===== src/rtl/mbist_controller_if.sv =====
// MBIST port between the controller (master) and the memory wrapper (slave).
// Purely combinational bundle; no flow control beyond the rd/wr strobes.
interface mbist_controller_if #(
    parameter int addr = 4,
    parameter int data = 8
);
    logic            test_mode;
    logic            mbist_rd;
    logic            mbist_wr;
    logic [addr-1:0] mbist_addr;
    logic [data-1:0] mbist_din;
    logic [data-1:0] mem_dout;

    modport master (
        output test_mode, mbist_rd, mbist_wr, mbist_addr, mbist_din,
        input  mem_dout
    );

    modport slave (
        input  test_mode, mbist_rd, mbist_wr, mbist_addr, mbist_din,
        output mem_dout
    );
endinterface


===== src/rtl/mbist_controller.sv =====
// March C- initiator: one RAM op per cycle, done 10*N+2 edges after start, first mismatch latched.
// No backpressure: the RAM must accept an op every cycle and return read data one cycle later.
module mbist_controller #(
    parameter int addr = 4,
    parameter int data = 8
) (
    input  logic               clk,
    input  logic               rst,
    input  logic               start,
    mbist_controller_if.master mem,
    output logic               done,
    output logic               fail,
    output logic [addr-1:0]    fail_addr,
    output logic [data-1:0]    fail_data
);
    typedef enum logic [1:0] {IDLE, RUN, DRAIN, DONE} state_t;

    state_t          state;
    logic [2:0]      elem;
    logic [addr-1:0] cnt;
    logic            phase;
    logic            issued_all;
    logic [data-1:0] rd_exp;
    logic            cmp_vld;
    logic [addr-1:0] cmp_addr;
    logic [data-1:0] cmp_exp;

    logic            pair, down, bg, step, mismatch;
    logic            op_rd, op_wr;
    logic [data-1:0] bgv, op_dat;
    logic [addr-1:0] op_addr;

    // Elements 1..4 are (read, write) pairs; 0 and 5 are single ops.
    always_comb begin
        pair     = (elem >= 3'd1) && (elem <= 3'd4);
        down     = (elem == 3'd3) || (elem == 3'd4);
        bg       = (elem == 3'd2) || (elem == 3'd4);
        bgv      = {data{bg}};
        op_rd    = (elem == 3'd5) || (pair && !phase);
        op_wr    = (elem == 3'd0) || (pair && phase);
        op_dat   = (pair && phase) ? ~bgv : bgv;
        op_addr  = down ? ~cnt : cnt;
        step     = !pair || phase;
        mismatch = cmp_vld && (mem.mem_dout != cmp_exp);
    end

    always_ff @(posedge clk) begin
        if (rst) begin
            state          <= IDLE;
            elem           <= '0;
            cnt            <= '0;
            phase          <= 1'b0;
            issued_all     <= 1'b0;
            rd_exp         <= '0;
            cmp_vld        <= 1'b0;
            cmp_addr       <= '0;
            cmp_exp        <= '0;
            mem.test_mode  <= 1'b0;
            mem.mbist_rd   <= 1'b0;
            mem.mbist_wr   <= 1'b0;
            mem.mbist_addr <= '0;
            mem.mbist_din  <= '0;
            done           <= 1'b0;
            fail           <= 1'b0;
            fail_addr      <= '0;
            fail_data      <= '0;
        end else begin
            case (state)
                IDLE, DONE: begin
                    if (start) begin
                        state         <= RUN;
                        mem.test_mode <= 1'b1;
                        done          <= 1'b0;
                        fail          <= 1'b0;
                        fail_addr     <= '0;
                        fail_data     <= '0;
                        elem          <= '0;
                        cnt           <= '0;
                        phase         <= 1'b0;
                        issued_all    <= 1'b0;
                        cmp_vld       <= 1'b0;
                    end
                end
                default: begin
                    // Read data arrives one cycle after the strobe, so the compare
                    // context trails the issued op by one register stage.
                    cmp_vld  <= mem.mbist_rd;
                    cmp_addr <= mem.mbist_addr;
                    cmp_exp  <= rd_exp;
                    if (mismatch) begin
                        state          <= DONE;
                        done           <= 1'b1;
                        fail           <= 1'b1;
                        fail_addr      <= cmp_addr;
                        fail_data      <= mem.mem_dout;
                        cmp_vld        <= 1'b0;
                        mem.test_mode  <= 1'b0;
                        mem.mbist_rd   <= 1'b0;
                        mem.mbist_wr   <= 1'b0;
                        mem.mbist_addr <= '0;
                        mem.mbist_din  <= '0;
                    end else if (state == DRAIN) begin
                        state         <= DONE;
                        done          <= 1'b1;
                        mem.test_mode <= 1'b0;
                    end else if (issued_all) begin
                        state          <= DRAIN;
                        mem.mbist_rd   <= 1'b0;
                        mem.mbist_wr   <= 1'b0;
                        mem.mbist_addr <= '0;
                        mem.mbist_din  <= '0;
                    end else begin
                        mem.mbist_rd   <= op_rd;
                        mem.mbist_wr   <= op_wr;
                        mem.mbist_addr <= op_addr;
                        mem.mbist_din  <= op_wr ? op_dat : '0;
                        rd_exp         <= op_dat;
                        phase          <= pair && !phase;
                        if (step) begin
                            if (cnt == '1) begin
                                cnt  <= '0;
                                elem <= 3'(elem + 3'd1);
                                if (elem == 3'd5) issued_all <= 1'b1;
                            end else begin
                                cnt <= cnt + 1'b1;
                            end
                        end
                    end
                end
            endcase
        end
    end
endmodule


===== src/flat_wrapper.sv =====
// flat-port wrapper written by rule: the top's interface ports become plain ports
module mbist_controller_flat 
#(
    parameter int addr = 4,
    parameter int data = 8
)
  (clk, rst, start, done, fail, fail_addr, fail_data, mem_test_mode, mem_mbist_rd, mem_mbist_wr, mem_mbist_addr, mem_mbist_din, mem_mem_dout);
  mbist_controller_if #(.addr(addr), .data(data)) mem_i ();
  input  logic clk;
  input  logic rst;
  input  logic start;
  output logic done;
  output logic fail;
  output logic [addr-1:0] fail_addr;
  output logic [data-1:0] fail_data;
  output wire logic [$bits(mem_i.test_mode)-1:0] mem_test_mode;
  output wire logic [$bits(mem_i.mbist_rd)-1:0] mem_mbist_rd;
  output wire logic [$bits(mem_i.mbist_wr)-1:0] mem_mbist_wr;
  output wire logic [$bits(mem_i.mbist_addr)-1:0] mem_mbist_addr;
  output wire logic [$bits(mem_i.mbist_din)-1:0] mem_mbist_din;
  input wire logic [$bits(mem_i.mem_dout)-1:0] mem_mem_dout;
  assign mem_test_mode = mem_i.test_mode;
  assign mem_mbist_rd = mem_i.mbist_rd;
  assign mem_mbist_wr = mem_i.mbist_wr;
  assign mem_mbist_addr = mem_i.mbist_addr;
  assign mem_mbist_din = mem_i.mbist_din;
  assign mem_i.mem_dout = mem_mem_dout;
  mbist_controller #(.addr(addr), .data(data)) u_core (.clk(clk), .rst(rst), .start(start), .mem(mem_i), .done(done), .fail(fail), .fail_addr(fail_addr), .fail_data(fail_data));
endmodule

===== config.mk =====
export PLATFORM = sky130hd
export DESIGN_NAME = mbist_controller_flat
export DESIGN_NICKNAME = d
export VERILOG_FILES = /design/src/rtl/mbist_controller_if.sv /design/src/rtl/mbist_controller.sv /design/src/flat_wrapper.sv
export SDC_FILE = /design/constraint.sdc
export NUM_CORES = 1
export LEC_CHECK = 0
export BUFFER_PORTS_ARGS = -buffer_cell sky130_fd_sc_hd__buf_2
export CAP_MARGIN = 20
export CELL_PAD_IN_SITES_DETAIL_PLACEMENT = 0
export CELL_PAD_IN_SITES_GLOBAL_PLACEMENT = 1
export CORE_ASPECT_RATIO = 0.6
export CORE_MARGIN = 3
export CORE_UTILIZATION = 40
export DETAILED_ROUTE_END_ITERATION = 10
export HOLD_SLACK_MARGIN = 0.15
export PLACE_DENSITY = 0.75
export SYNTH_ARGS = -nofsm -noshare
export SYNTH_HDL_FRONTEND = slang
export SYNTH_SLANG_ARGS = --single-unit

===== constraint.sdc =====
create_clock -name clk -period 5.5 [get_ports clk]
set_clock_uncertainty 0.15 [all_clocks]
set_input_delay 0 -clock clk [delete_from_list [all_inputs] [get_ports clk]]
set_output_delay 0 -clock clk [all_outputs]
set_load 0.03 [all_outputs]

Word level (Yosys, flattened, before mapping)
Index checks and enable logic that the tools add are counted.
{"block": "totals", "reg_bits": 61, "latch_bits": 0, "ram_bits": 0, "romBits": 0, "inputBits": 11, "out_inout_bits": 29, "memories": 0}
{"block": "op_classes", "add_sub_neg": 2, "multipliers": 0, "div": 0, "order_cmp": 2, "n_eq_ne": 13, "shift": 0, "n_mux": 62, "n_bitwise": 6, "reduce_logical": 28}
{"op": "$mux W8", "count": 8}
{"op": "$mux W4", "count": 13}
{"op": "$mux W1", "count": 29}
{"op": "$mux W3", "count": 7}
{"op": "$mux W2", "count": 5}
{"op": "$ne A2 B2 Y1 const B", "count": 4}
{"op": "$ne A8 B8 Y1", "count": 1}
{"op": "$not A8 Y8", "count": 1}
{"op": "$reduce_and A2 Y1", "count": 4}
{"op": "$reduce_and A4 Y1", "count": 2}
{"op": "$eq A3 B2 Y1 const B", "count": 2}
{"op": "$eq A3 B3 Y1 const B", "count": 2}
{"op": "$reduce_and A6 Y1", "count": 1}
{"op": "$reduce_bool A2 Y1", "count": 3}
{"op": "$logic_or A1 B1 Y1", "count": 5}
{"op": "$reduce_and A5 Y1", "count": 1}
{"op": "$add A4 B1 Y4 const B", "count": 1}
{"op": "$eq A2 B2 Y1 const B", "count": 2}
{"op": "$eq A4 B4 Y1 const B", "count": 1}
{"op": "$logic_and A1 B1 Y1", "count": 4}
{"op": "$not A1 Y1", "count": 4}
{"op": "$not A4 Y4", "count": 1}
{"op": "$reduce_bool A4 Y1", "count": 1}
{"op": "$add A3 B1 Y3 const B", "count": 1}
{"op": "9 further kinds", "count": 10}

Depth between registers and ports, before layout
Gate-level depths: netlist of run 1.
{"block": "depth", "word_depth": 9, "ltp_mapped": 9}

Worst setup path after synthesis of run 1
OpenSTA, ideal clock, no wires.
{"block": "synth_timing", "path_type": "flip-flop to flip-flop", "from": "register u_core.state[0]", "to": "register u_core.cnt[0]", "setup_time_ps": 101, "arrival_ps": 1900, "slack_ps": 3349, "path_stages_with_launch": 9, "path_cell_list": "dfxtp_1 -> inv_1 -> ha_1 -> clkbuf_1 -> nor2b_1 -> o21ai_0 -> a21oi_1 -> or3b_2 -> o41ai_1"}
{"block": "synth_via", "elab_chain_len": 4}
{"element": "start, declared", "line": "mbist_controller.sv:18", "rtl": "state_t state;"}
{"element": "start signal, assigned", "line": "mbist_controller.sv:49", "rtl": "state <= IDLE;"}
{"element": "start signal, assigned", "line": "mbist_controller.sv:71", "rtl": "state <= RUN;"}
{"element": "start signal, assigned", "line": "mbist_controller.sv:91", "rtl": "state <= DONE;"}
{"element": "$eq A2 B2 Y1 or $logic_not A2 Y1 (tied branches)", "line": "mbist_controller.sv:68", "rtl": "case (state)"}
{"element": "$reduce_or A2 Y1", "line": "mbist_controller.sv:68"}
{"element": "$ne A2 B2 Y1 (no line) or $reduce_bool A2 Y1 (tied branches)"}
{"element": "$reduce_and A5 Y1 (no line)"}
{"element": "end signal, assigned", "line": "mbist_controller.sv:125", "rtl": "cnt <= cnt + 1'b1;"}
{"element": "end, declared", "line": "mbist_controller.sv:20", "rtl": "logic [addr-1:0] cnt;"}
Parallel ways exist; a longest one is shown, timed or not.
A chain may end at the register's enable or synchronous reset.

Worst setup path in the final report of run 1
{"block": "layout_timing", "from": "input mem_mem_dout[1]", "to": "register u_core.fail_data[5]"}
{"block": "layout_via", "elab_chain_len": 4}
{"element": "start, declared", "line": "flat_wrapper.sv:21", "rtl": "input wire logic [$bits(mem_i.mem_dout)-1:0] mem_mem_dout;"}
{"element": "$ne A8 B8 Y1", "line": "mbist_controller.sv:44", "rtl": "mismatch = cmp_vld && (mem.mem_dout != cmp_exp);"}
{"element": "$logic_and A1 B1 Y1", "line": "mbist_controller.sv:44"}
{"element": "$reduce_bool A2 Y1 (no line)"}
{"element": "$reduce_and A2 Y1 (no line)"}
{"element": "end signal, assigned", "line": "mbist_controller.sv:95", "rtl": "fail_data <= mem.mem_dout;"}
{"element": "end, declared", "line": "mbist_controller.sv:14", "rtl": "output logic [data-1:0] fail_data"}
No other way between the ends.

==> results of run 1 <==
==> power breakdown <==
part / internal (mW) / switching (mW)
combinational: 0.182 / 0.309
sequential: 0.335 / 0.0312
clock: 0.135 / 0.111
total: 0.652 / 0.451
==> state kept, by name, indices dropped and copies added, names as in the netlist <==
signal	count
u_core.cmp_addr	4
u_core.cmp_exp	1
u_core.cmp_vld	1
u_core.cnt	4
u_core.done	1
u_core.elem	3
u_core.fail	1
u_core.fail_addr	4
u_core.fail_data	8
u_core.issued_all	1
u_core.mem.mbist_addr	4
u_core.mem.mbist_din	1
u_core.mem.mbist_rd	1
u_core.mem.mbist_wr	1
u_core.mem.test_mode	1
u_core.phase	1
u_core.rd_exp	1
u_core.state	2
==> worst max-delay path, stage by stage <==
cell and delay, ps:
dlygate4sd3_1 530, buf_2 130, nor4_1 370, nand3_1 310
nand2_1 730, mux2i_1 260, a21oi_1 90, dlygate4sd3_1 560
==> worst paths after layout <==
kind / startpoint / endpoint / slack, ps / cells past startpoint
worst max-delay path: mem_mem_dout[1] / u_core.fail_data[5] / 2540 / 8
worst min-delay path: u_core.done / u_core.done / 320 / 2
worst max register to register: u_core.cmp_exp[6] / u_core.fail_data[5] / 2760 / 6
worst min register to register: u_core.done / u_core.done / 320 / 2
==> logic make-up after synthesis <==
kind of cell / synth area share
multiplexers: 0.0907
XOR/XNOR: 0.0158
AND/OR/NAND/NOR: 0.197
buffers and inverters: 0.0738
AO/OA/AOI/OAI: 0.224
flip-flops: 0.360
adder cells (fa/ha/maj): 0.0394
==> layout make-up <==
class	count	area (um2)	area share
inverter	9	33.8	0.0127
sequential	40	801	0.300
clock inverter	2	35.0	0.0131
timing repair buffer	57	388	0.145
tap	66	82.6	0.0309
multi-input combinational	193	1260	0.471
clock buffer	6	72.6	0.0272
==> synthesized netlist by cell type, drive strengths merged, types with 2 or more instances <==
cell | number | area, um2
xnor2 | 4 | 35.0
o311ai | 2 | 17.5
inv | 8 | 30.0
a31oi | 7 | 43.8
ha | 7 | 87.6
buf | 12 | 85.1
o41ai | 2 | 17.5
o211ai | 3 | 22.5
nand2 | 20 | 75.1
nand4 | 10 | 62.6
a311oi | 2 | 17.5
nor2 | 15 | 56.3
dfxtp | 40 | 801
mux2i | 19 | 190
o31a | 2 | 17.5
a21boi | 2 | 15.0
nor3 | 7 | 46.3
a211oi | 2 | 15.0
o21ai | 24 | 120
a311o | 3 | 30.0
a21o | 2 | 15.0
nor4 | 2 | 18.8
nor2b | 16 | 100
a21oi | 21 | 105
clkbuf | 12 | 45.0
nand3 | 7 | 35.0
==> routing by layer <==
| layer | up-vias | routed length (um) |
|---|---|---|
| met4 | 0 | 82 |
| met5 | - | 0 |
| li1 | 1041 | - |
| met1 | 956 | 3070 |
| met2 | 75 | 2250 |
| met3 | 9 | 417 |
==> through the flow <==
step	utilization	instances	instance area (um2)	hold slack, ps	setup slack, ps
2_1_floorplan	-	266	2220	4.00	3350
3_3_place_gp	0.458	349	2380	143	3070
3_5_place_dp	0.458	349	2380	151	2960
4_1_cts	0.508	372	2640	329	2540
5_1_grt	0.513	373	2670	355	2360
6_report	0.513	373	2670	321	2540
==> metrics.yaml, run 1 <==
status:
  status: "completed"
clock_network:
  clk-insertion-delay-late_ps: 310
  htree_levels: 2
  cts_tree: "built"
  postCtsSetupBuffers: 0
  cts_resized: 0
  clk_pin_slew_worst_paths_ps: 80
  cts-root-buf: "clkbuf_8"
  clock-sinks: 40
  cts_buffer_depth: 2
  cts_buffers: 5
  cts_hold_buffers: 15
timing:
  worst_pin_slew_ps: 1020
  hold_violations: 0
  setup_viol: 0
  period_share: 0.538
  finalSetupTns_ps: 0
  min_period_ps: 2960
  fmax_mhz: 338
  max_slew_margin: 0.322
  rsz0062_at_grt: "no"
  slew_violations: 0
die:
  dieArea_mm2: 0.00652
  io_pins: 40
  die_h_um: 63.7
  start_util: 0.427
  dieWidth_um: 102
  rows: 20
  coreArea_mm2: 0.00520
placement:
  dpl.hpwl_um: 3970
  io_buffers: 39
  place.gp.congestion: 0.808
setup_path:
  critPathKind: "in2reg"
  crit_required_ps: 5540
  worstPathArrival_ps: 3000
  cp-end-kind: "register"
  path_max_fanout: 17
  start_kind: "input port"
logic_synthesis:
  synth_edf_count: 0
  synth-seq-cells: 40
  synthesis.nets: 284
  synthArstFlopShare: 0
  netlist_area_mm2: 0.00222
  synth-main-ff-cell: "dfxtp_1"
  synthCells: 266
  syn_avg_cell_area_um2: 8.35
  yosys.cell_types.count: 47
  yosys_warnings: 0
  yosysSeqAreaShare: 0.360
global_route:
  grtUsageMet3: 0.0393
  use_met1: 0.300
  grt_use_total: 0.189
  grt_pass1_vias: 1855
  top_usage_layer: "met1"
  grt_overflow: 0
  antenna_found_initial: 0
  use_met2: 0.246
  grt_start_max_net_pins: 39
  grt_pass1_wl_um: 9740
power:
  power_leakage_nw: 1.14
  power-per-cell-area_mw_per_mm2: 413
  vdd.ir_drop.worst_mv: 0.183
  total_power_mw: 1.10
route:
  first_pass_iters: 4
  wl_per_cell_um: 15.6
  drc: 0
  wirelength_um: 5830
  first_iter_violations: 143
  via_count: 2081
  ant_nets: 0
  via_per_inst: 5.58
min_path:
  hp-class: "reg2reg"
cells_and_area:
  nets: 324
  fillers: 507
  area_growth_pct: 20.2
  n_antenna_cell: 0
  mostFrequentLayoutCells: "40 x dfxtp_1, 39 x buf_2, 23 x o21ai_0, 21 x a21oi_1, 20 x nand2_1"
  final_common_cell: "dfxtp_1"
  drive_gt1_frac: 0.176
flow_run:
  drv_cap: 0
(Power assumes the default switching activity.)
==> inputs of run 2 (changes only) <==
clock period = 3 ns   (was 5.5 ns; I/O delays follow)
==> run 2 against run 1 <==
Cell count rose by 1.6%; first-iteration DRC count rose by 7.0%; total power increased by 83%; clock-buffer cell count unchanged; critical path depth grew 1; via count grew 1.7%; global-route usage is 0.050 points higher; combinational power increased by 84%; largest power group unchanged.
==> metrics.yaml, run 2 (synthesized netlist as in run 1, its figures left out) <==
timing:
  period_share: 0.901
  max_slew_margin: 0.593
  worst_pin_slew_ps: 594
  fmax_mhz: 370
  hold_violations: 0
  rsz0062_at_grt: "no"
  setup_viol: 0
  slew_violations: 0
  min_period_ps: 2700
  finalSetupTns_ps: 0
die:
  io_pins: 40
  coreArea_mm2: 0.00520
  dieWidth_um: 102
  rows: 20
  start_util: 0.427
  dieArea_mm2: 0.00652
  die_h_um: 63.7
cells_and_area:
  largest_reg_flops: 8
  drive_gt1_frac: 0.185
  mostFrequentLayoutCells: "40 x dfxtp_1, 39 x buf_2, 23 x o21ai_0, 21 x a21oi_1"
  largest_register: "u_core.fail_data"
  area_growth_pct: 22.0
  final_common_cell: "dfxtp_1"
  postLayoutCellArea_mm2: 0.00271
  nets: 330
  n_antenna_cell: 0
status:
  status: "completed"
placement:
  dpl.hpwl_um: 3960
  io_buffers: 39
  place.gp.congestion: 0.850
  post_dp_cell_area_mm2: 0.00241
clock_network:
  postCtsSetupBuffers: 0
  cts_tree: "built"
  clock-sinks: 40
  cts_buffers: 5
  clk_pin_slew_worst_paths_ps: 80
  htree_levels: 2
  cts_buffer_depth: 2
  cts-root-buf: "clkbuf_8"
  clk-insertion-delay-late_ps: 300
min_path:
  min_from: "u_core.done"
  min_to: "u_core.done"
  hold_depth: 2
  hp-class: "reg2reg"
global_route:
  grt_start_max_net_pins: 29
  grt_pass1_vias: 1939
  grt_overflow: 0
  grt_use_total: 0.189
  antenna_found_initial: 0
  grt_pass1_wl_um: 9770
setup_path:
  path_max_fanout: 10
  r2r_slack_ps: 480
  cp-end-kind: "register"
  r2r_start: "u_core.cmp_exp[6]"
  rr_worst_depth: 7
  worstPathArrival_ps: 2740
  critPathKind: "in2reg"
  r2r_end: "u_core.fail_data[1]"
  start_kind: "input port"
  crit_required_ps: 3030
route:
  wirelength_um: 5870
  drc: 0
  first_iter_violations: 153
  via_per_inst: 5.59
  ant_nets: 0
  via_count: 2117
  first_pass_iters: 4
  wl_per_cell_um: 15.5
power:
  vdd.ir_drop.worst_mv: 0.299
  power_leakage_nw: 1.17
  power-per-cell-area_mw_per_mm2: 743
flow_run:
  drv_cap: 0
[run 2: worst max path at each step]
stage	from	end	slack [ps]	depth (start not counted)
3_5_place_dp	u_core.elem[0]	u_core.cnt[3]	590	7
5_1_grt	mem_mem_dout[1]	u_core.fail_data[1]	50	9
3_3_place_gp	u_core.elem[1]	u_core.cnt[3]	620	7
6_report	mem_mem_dout[1]	u_core.fail_data[1]	300	9
2_1_floorplan	u_core.state[0]	u_core.cnt[0]	850	8
4_1_cts	mem_mem_dout[0]	u_core.fail_data[1]	170	9
[run 2: what timing repair did]
item | CTS | global route
endpoints found under the hold margin | 32 | 0
gates resized for setup | 0 | 2
endpoints found under the setup margin | 0 | 8
hold buffers | 18 | 0
[run 2: per-layer routing]
| layer | GRT usage | part of all wire | vias up |
|---|---|---|---|
| met5 | 0 | 0 | - |
| met4 | 0.0458 | 0.0060 | 0 |
| met3 | 0.0458 | 0.080 | 3 |
| met2 | 0.255 | 0.39 | 75 |
| met1 | 0.297 | 0.52 | 980 |
| li1 | - | - | 1059 |
[run 2: power by group]
part | leakage (nW) | switching [mW] | internal, mW
Clock | 0.0552 | 0.196 | 0.247
Sequential | 0.326 | 0.0530 | 0.614
Combinational | 0.789 | 0.576 | 0.329
[run 2: worst max-delay path, stage by stage]
cell           delay, ps
dlygate4sd3_1        530
buf_2                130
nor4_1               360
nand3_1              360
nand2_4              270
buf_4                220
mux2i_1              190
a21oi_1               90
dlygate4sd3_1        590
[run 2: area by class of cell]
type / count / area, um2
inverters: 9 / 33.8
flip-flops and latches: 40 / 801
clock inverters: 2 / 35.0
multi-input cells: 193 / 1260
well taps: 66 / 82.6
clock buffers: 6 / 72.6
repair buffers: 63 / 420
fillers: 512 / 2490
[run 2: stage by stage]
step | cells | hold WS [ps] | setup slack [ps] | total power, mW | util
global route | 379 | 345 | 48.9 | 2.16 | 0.521
global placement | 353 | 146 | 621 | 1.50 | 0.464
CTS | 379 | 320 | 171 | 2.02 | 0.519
finish | 379 | 314 | 296 | 2.01 | 0.521
floorplan | 266 | 4.00 | 849 | 1.27 | -
detailed placement | 353 | 145 | 590 | 1.50 | 0.464
==> inputs of run 3 (changes only) <==
RECOVER_POWER = 25   (was default)
SETUP_SLACK_MARGIN = 0.02   (was default)
==> run 3 against run 2 <==
Total power decreased by 0.68%; sequential cell count unchanged; register-to-register slack about the same.
==> metrics.yaml, run 3 (synthesized netlist as in run 1, its figures left out) <==
status:
  status: "completed"
timing:
  period_share: 0.899
  fmax_mhz: 371
  setup_viol: 0
  rsz0062_at_grt: "no"
  slew_violations: 0
  finalSetupTns_ps: 0
  hold_violations: 0
  min_period_ps: 2700
  max_slew_margin: 0.601
  worst_pin_slew_ps: 582
global_route:
  grt_overflow: 0
  grt_pass1_vias: 1939
  grt_start_max_net_pins: 29
  top_usage_layer: "met1"
  use_met1: 0.297
  grt_pass1_wl_um: 9770
  use_met2: 0.255
  antenna_found_initial: 0
  grt_use_total: 0.189
  grtUsageMet3: 0.0458
route:
  via_per_inst: 5.56
  wirelength_um: 5850
  drc: 0
  ant_nets: 0
  first_pass_iters: 4
  wl_per_cell_um: 15.4
  first_iter_violations: 155
  via_count: 2109
die:
  dieArea_mm2: 0.00652
  die_h_um: 63.7
  start_util: 0.427
  dieWidth_um: 102
  io_pins: 40
  rows: 20
  coreArea_mm2: 0.00520
setup_path:
  cp_common_cell: "dlygate4sd3_1"
  rr_worst_depth: 7
  r2r_slack_ps: 480
  cp_slowest_stage_delay_ps: 590
  worstPathArrival_ps: 2730
  cp-end-kind: "register"
  path_max_fanout: 10
  crit_required_ps: 3040
  critPathKind: "in2reg"
  start_kind: "input port"
  cp-endpoint: "u_core.fail_data[1]"
  cp-startpoint: "mem_mem_dout[1]"
  r2r_start: "u_core.cmp_exp[6]"
  r2r_end: "u_core.fail_data[1]"
  path_cells: "dlygate4sd3_1 > buf_2 > nor4_1 > nand3_1 > nand2_4 > buf_4 > mux2i_1 > a21oi_1 > dlygate4sd3_1"
  cpMaxStageDelayCell: "dlygate4sd3_1"
power:
  vdd.ir_drop.worst_mv: 0.300
  power-per-cell-area_mw_per_mm2: 744
  power_leakage_nw: 1.10
  total_power_mw: 2.00
cells_and_area:
  multi_input_area_mm2: 0.00126
  drive_gt1_frac: 0.131
  n_antenna_cell: 0
  nets: 330
  largest_register: "u_core.fail_data"
  mostFrequentLayoutCells: "40 x dfxtp_1, 23 x o21ai_0, 22 x buf_2, 21 x a21oi_1"
  fillers: 523
  final_common_cell: "dfxtp_1"
  fin_cells: 379
  area_growth_pct: 21.0
  final_util: 0.517
  largest_reg_flops: 8
  regArea_um2: 801
placement:
  place.gp.congestion: 0.850
  io_buffers: 39
  dpl.hpwl_um: 3960
  dp_cells: 353
clock_network:
  cts-root-buf: "clkbuf_8"
  clk_pin_slew_worst_paths_ps: 80
  htree_levels: 2
  cts_buffer_depth: 2
  clk-insertion-delay-late_ps: 300
  postCtsSetupBuffers: 0
  cts_buffers: 5
  clock-sinks: 40
  cts_tree: "built"
flow_run:
  drv_cap: 0
min_path:
  min_from: "u_core.done"
  hp-class: "reg2reg"
## run 3: cell count changes in the layout (fill, tap and decap cells not counted)
cell and change:
clkbuf_1 +17, buf_2 -17
## run 3: how the worst min path moves through the flow
stage                           to  slack, ps  cells after the start
6_report               u_core.done        320                      2
5_1_grt                u_core.done        350                      2
4_1_cts                u_core.done        320                      2
3_5_place_dp   u_core.fail_data[3]        140                      3
3_3_place_gp   u_core.fail_data[3]        150                      3
2_1_floorplan  u_core.fail_data[2]          4                      2
## run 3: cell type report
class	instances	area share
multi-input cells	193	0.470
flip-flops and latches	40	0.298
repair buffers	63	0.148
well taps	66	0.0307
clock buffers	6	0.0270
clock inverters	2	0.0130
inverters	9	0.0126
## run 3: critical path, delay by kind of cell
family	cells	cell delay, ps
AOI/OAI and AO/OA	1	90
buffers and inverters	4	1470
muxes	1	190
and+or+nand+nor	3	980
## run 3: power by group
| group | switching, mW | total, mW | internal [mW] |
|---|---|---|---|
| combinational | 0.576 | 0.890 | 0.314 |
| clock | 0.194 | 0.441 | 0.247 |
| sequential | 0.0552 | 0.669 | 0.614 |
| total | 0.825 | 2.00 | 1.18 |
## run 3: metrics by stage
| stage | cell area, um2 | hold WS [ps] | worst slack (ps) |
|---|---|---|---|
| after detailed placement | 2410 | 145 | 590 |
| after CTS | 2700 | 320 | 171 |
| after global placement | 2410 | 146 | 621 |
| final | 2690 | 316 | 302 |
| after global routing | 2690 | 348 | 48.9 |
| after floorplan | 2220 | 4.00 | 849 |
## run 3: layer usage
metal / share of wire / routed length (um)
met1: 0.53 / 3110
met2: 0.39 / 2300
met3: 0.069 / 401
met4: 0.0060 / 35
met5: 0 / 0
## run 3: what timing repair did
item | 4_1_cts | 5_1_grt
resized for setup | 0 | 2
hold endpoints to repair | 32 | 0
endpoints found under the setup margin | 0 | 8
hold buffers | 18 | 0
